$ cat src/rtl/gpr_file.sv
// gpr_file: architectural GPR file and commit point of the core.
// Accepts one retiring instruction per cycle from writeback, updates the
// GPRs and next PC, serves two combinational read ports with write-through
// bypass, and holds a registered commit snapshot until the difftest
// consumer accepts it.
module gpr_file #(
    parameter int          NR_REGS  = 16,
    parameter logic [31:0] RESET_PC = 32'h8000_0000,
    localparam int         AW       = $clog2(NR_REGS)
) (
    input  logic                  clk,
    input  logic                  resetn,
    input  logic [AW-1:0]         rs1_addr,
    output logic [31:0]           rs1_data,
    input  logic [AW-1:0]         rs2_addr,
    output logic [31:0]           rs2_data,
    input  logic                  wb_valid,
    output logic                  wb_ready,
    input  logic                  wb_wen,
    input  logic [AW-1:0]         wb_rd,
    input  logic [31:0]           wb_data,
    input  logic [31:0]           wb_npc,
    input  logic                  wb_halt,
    output logic [NR_REGS*32-1:0] gprs,
    output logic [31:0]           npc,
    output logic                  commit_valid,
    input  logic                  dt_ready,
    output logic [63:0]           commit_count,
    output logic                  halted
);

    localparam logic [0:0] ST_RUN  = 1'b0;
    localparam logic [0:0] ST_HALT = 1'b1;

    logic [31:0] regs_q [NR_REGS];
    logic [31:0] regs_d [NR_REGS];
    logic [31:0] npc_q, npc_d;
    logic [63:0] cnt_q, cnt_d;
    logic        cv_q, cv_d;
    logic [0:0]  state_q, state_d;
    logic        fire_s;

    // Accept a retire only while running and when the snapshot slot is free or being drained.
    always_comb begin
        wb_ready = 1'b0;
        case (state_q)
            ST_RUN:  wb_ready = !cv_q || dt_ready;
            ST_HALT: wb_ready = 1'b0;
            default: wb_ready = 1'b0;
        endcase
        fire_s = wb_valid && wb_ready;
    end

    // Next architectural state: register write (x0 dropped), npc, counter, snapshot strobe, halt.
    always_comb begin
        regs_d  = regs_q;
        npc_d   = npc_q;
        cnt_d   = cnt_q;
        cv_d    = cv_q;
        state_d = state_q;
        if (fire_s) begin
            if (wb_wen && (wb_rd != {AW{1'b0}})) begin
                regs_d[wb_rd] = wb_data;
            end else begin
                regs_d = regs_q;
            end
            npc_d = wb_npc;
            cnt_d = cnt_q + 64'd1;
            cv_d  = 1'b1;
            if (wb_halt) begin
                state_d = ST_HALT;
            end else begin
                state_d = state_q;
            end
        end else begin
            cv_d = cv_q && !dt_ready;
        end
    end

    // State registers with synchronous active-low reset; reset discards any pending snapshot.
    always_ff @(posedge clk) begin
        if (!resetn) begin
            for (int i = 0; i < NR_REGS; i++) begin
                regs_q[i] <= 32'h0000_0000;
            end
            npc_q   <= RESET_PC;
            cnt_q   <= 64'd0;
            cv_q    <= 1'b0;
            state_q <= ST_RUN;
        end else begin
            for (int i = 0; i < NR_REGS; i++) begin
                regs_q[i] <= regs_d[i];
            end
            npc_q   <= npc_d;
            cnt_q   <= cnt_d;
            cv_q    <= cv_d;
            state_q <= state_d;
        end
    end

    // Read port 1: x0 reads zero, a same-cycle write to the address is bypassed.
    always_comb begin
        if (rs1_addr == {AW{1'b0}}) begin
            rs1_data = 32'h0000_0000;
        end else if (fire_s && wb_wen && (wb_rd == rs1_addr)) begin
            rs1_data = wb_data;
        end else begin
            rs1_data = regs_q[rs1_addr];
        end
    end

    // Read port 2: same rules as port 1.
    always_comb begin
        if (rs2_addr == {AW{1'b0}}) begin
            rs2_data = 32'h0000_0000;
        end else if (fire_s && wb_wen && (wb_rd == rs2_addr)) begin
            rs2_data = wb_data;
        end else begin
            rs2_data = regs_q[rs2_addr];
        end
    end

    // Flatten the register array into the commit snapshot bus.
    always_comb begin
        gprs = {(NR_REGS*32){1'b0}};
        for (int i = 0; i < NR_REGS; i++) begin
            gprs[32*i +: 32] = regs_q[i];
        end
    end

    assign npc          = npc_q;
    assign commit_count = cnt_q;
    assign commit_valid = cv_q;
    assign halted       = (state_q == ST_HALT);

endmodule

$ cat config.mk
export PLATFORM = sky130hd
export DESIGN_NAME = gpr_file
export DESIGN_NICKNAME = d
export VERILOG_FILES = /design/src/rtl/gpr_file.sv
export SDC_FILE = /design/constraint.sdc
export NUM_CORES = 2
export LEC_CHECK = 0
export ABC_AREA = 1
export CAP_MARGIN = 20
export CELL_PAD_IN_SITES_DETAIL_PLACEMENT = 1
export CELL_PAD_IN_SITES_GLOBAL_PLACEMENT = 2
export CORE_MARGIN = 2
export CORE_UTILIZATION = 28
export CTS_CLUSTER_DIAMETER = 30
export DETAILED_ROUTE_END_ITERATION = 8
export PLACE_DENSITY_LB_ADDON = 0.15
export SYNTH_ARGS = -nofsm -noshare
export SYNTH_HDL_FRONTEND = slang
export SYNTH_SLANG_ARGS = --single-unit
$ cat constraint.sdc
create_clock -name clk -period 3.1 [get_ports clk]
set_input_delay 0.465 -clock clk [delete_from_list [all_inputs] [get_ports clk]]
set_output_delay 0.465 -clock clk [all_outputs]
set_load 0.1 [all_outputs]
==> results.sh <==
export IMPL_crit_required_ps=2630
export IMPL_cts_buffers=205
export IMPL_syn_to_final_growth_pct=50.8
export IMPL_utilization=0.425
export IMPL_worst_path_max_delay_cell="clkdlybuf4s50_1"
export IMPL_max_freq_mhz=327
export IMPL_gp_congestion=0.921
export IMPL_cts_root_buf="clkbuf_16"
export IMPL_fin_worst_skew_ps=45.1
export IMPL_first_global_vias=39900
export IMPL_async_flop_share=0
export IMPL_port_buffers=756
export IMPL_path_buf_inv=4
export IMPL_regArea_um2=12200
export IMPL_rows=125
export IMPL_path_cells="clkdlybuf4s50_1 > inv_1 > nand2_1 > nand4_1 > nor2_4 > buf_12 > nand3_1 > a21oi_4 > buf_12"
export IMPL_power_leakage_nw=20.9
export IMPL_synth_seq_cells=610
export IMPL_syn_num_nets=5349
export IMPL_synth_largest_area_cell="dfxtp_1"
export IMPL_p_per_area_nw_per_um2=685
export IMPL_cpPeakStageDelay_ps=640
export IMPL_crit_path_frequent_cell="buf_12"
export IMPL_start_util=0.282
export IMPL_antenna_found_initial=10
export IMPL_synth_edf_count=0
export IMPL_critPathArrivalTime_ps=2590
export IMPL_cts_path_max_buffers=3
export IMPL_dp_hpwl_um=152000
export IMPL_dpl_cell_area_um2=42100
export IMPL_worstMarginPinSlew_ps=904
export IMPL_power_w=0.0338
export IMPL_status="complete, no violations"
export IMPL_ys_types=30
export IMPL_die_w_um=346
export IMPL_yosysMostFrequentCell="nand2_1"
export IMPL_drive_above_1_share=0.221
export IMPL_grt_remaining_overflow=0
export IMPL_h_tree_depth=4
export IMPL_crit_path_max_fanout=25
export IMPL_fin_crit_ps=3050
export IMPL_cp_top_family="buffers and inverters"
export IMPL_fin_crit_sh=0.985
export IMPL_synth_common_cells="nand2_1 (1017), nand3_1 (908), nor2_1 (856), dfxtp_1 (610), o21ai_0 (558)"
export IMPL_maxCapViolations=0
export IMPL_setup_viol=0
export IMPL_relSlewSlack=0.397
export IMPL_grt_usage=0.339
export IMPL_dr_pass1_iters=7
export IMPL_core_area_um2=116000
export IMPL_drc=0
export IMPL_vias=41300
export IMPL_die_area_um2=120000
export IMPL_endpoint_kind="output port"
export IMPL_setup_worst_path_class="input port to output port"
export IMPL_synth_flop_cell="dfxtp_1"
export IMPL_fill_cells=14400
export IMPL_ys_warn_count=0
export IMPL_hold_viol_final=0
export IMPL_vias_per_cell=5.37
export IMPL_final_nets=6074
export IMPL_critPathLaunchType="input port"
export IMPL_synth_top_area_frac=0.373
export IMPL_stdcell_area_um2=49400
export IMPL_worst_ir_drop_vdd_mv=0.510
export IMPL_final_max_slew_violation_count=0
export IMPL_detail_route_iter0_violations=3759
export IMPL_tns_ps=0
export IMPL_syn_inst=5266
export IMPL_wl_per_cell_um=27.3
export IMPL_clk_pin_slew_ps=40
export IMPL_worstSkewPairLatency_ps=810
export IMPL_io_pins=757
export IMPL_cts_tree="built"
export IMPL_grt_pass1_wl_um=300000
export IMPL_grt_max_degree=144
export IMPL_min_path_type="input port to flip-flop"
export IMPL_die_height_um=346
export IMPL_multi_input_area_um2=18200
export IMPL_synthTopCellsByArea="dfxtp_1 (37%), nand3_1 (14%), nand2_1 (12%), nor2_1 (9.8%), o21ai_0 (8.5%)"
export IMPL_synth_area_um2=32700
export IMPL_ant_nets=0
export IMPL_wirelength_um=210000
export IMPL_yosysSeqAreaShare=0.373
export IMPL_synth_avg_cell_area_um2=6.22
export IMPL_clock_sinks=610
export IMPL_hold_ws_ps=206
-- sequential cells by signal (all words and copies together) (netlist names) --
name,cells
commit_count,64
commit_valid,1
gprs,512
halted,1
npc,32
-- repair_timing --
item	in CTS	in global routing
resized for setup	8	19
hold buffers	1	0
buffers inserted	0	3
endpoints found under the hold margin	13	0
setup endpoints to repair	43	26
pin swaps	0	7
-- final cells by class --
cell class                      count  area share
Multi-Input combinational cell   3940       0.368
Antenna cell                        5    0.000253
Timing Repair Buffer              961       0.180
Tap cell                         1524      0.0386
Clock buffer                      289       0.122
Sequential cell                   610       0.247
Clock inverter                     93      0.0224
Inverter                          273      0.0212
-- routing by layer --
metal  vias up  track usage  routed length (um)
met1     20400        0.474               95600
met5         -            0                  69
met2      1715        0.492               87900
met3       324       0.0934               18600
li1      18900            -                   -
met4         8        0.129                8150
-- placed cells by master, fill, tap and decap left out, drive strengths merged --
cell           instances
nand3b                 3
nand2               1023
o21ai                586
o21bai                 1
o211ai                 6
buf                  888
o21a                  36
nor4                   3
nand3                909
dlygate4sd2            2
clkbuf               289
clkdlybuf4s50         70
bufinv                17
nand4                 21
nor3b                  3
nor2                 872
dfxtp                610
and2                   2
diode                  5
xor2                   2
a21oi                430
ha                     1
inv                  279
dlygate4sd3            1
clkinv                62
nor3                  42
clkinvlp               8
-- stage by stage --
step           setup slack [ps]  cells
4_1_cts                   -46.0   7687
3_5_place_dp              -99.3   7304
6_report                   46.2   7695
2_1_floorplan               112   5266
5_1_grt                   -3.04   7694
3_3_place_gp              -70.4   7304
-- kinds of logic (layout without fill, tap and decap cells) --
kind of cell	count (synthesis)	count (layout)	synth area share
DFF	610	610	0.373
AOI/OAI and AO/OA	1059	1059	0.165
adders and majority gates	1	1	0.000382
and+or+nand+nor	2878	2878	0.373
other	0	5	0
buffers and inverters	716	1616	0.0884
xor gates and xnor gates	2	2	0.000535
-- worst register-to-register path: stages (launching register included) --
cell and delay (ps):
dfxtp_2 320, nand2_2 100, nand3_4 100, nor2_8 220, buf_4 180, buf_8 190, nand3_1 190, nor2_2 160
buf_4 430, o21ai_0 190, nor2_1 160
-- path summary, 6_finish.rpt --
check | cells past startpoint | startpoint | end | slack (ps)
max | 9 | wb_rd[0] | rs2_data[17] | 50
min | 3 | wb_npc[1] | npc[1] | 210
max reg2reg | 10 | commit_valid | gprs[374] | 790
min reg2reg | 2 | npc[20] | npc[20] | 460
-- report_power, final --
group | internal, W | switching, W
Clock | 0.0148 | 0.00630
Sequential | 0.00798 | 0.000118
Combinational | 0.00121 | 0.00341
Total | 0.0240 | 0.00983
(Power assumes the default switching activity.)
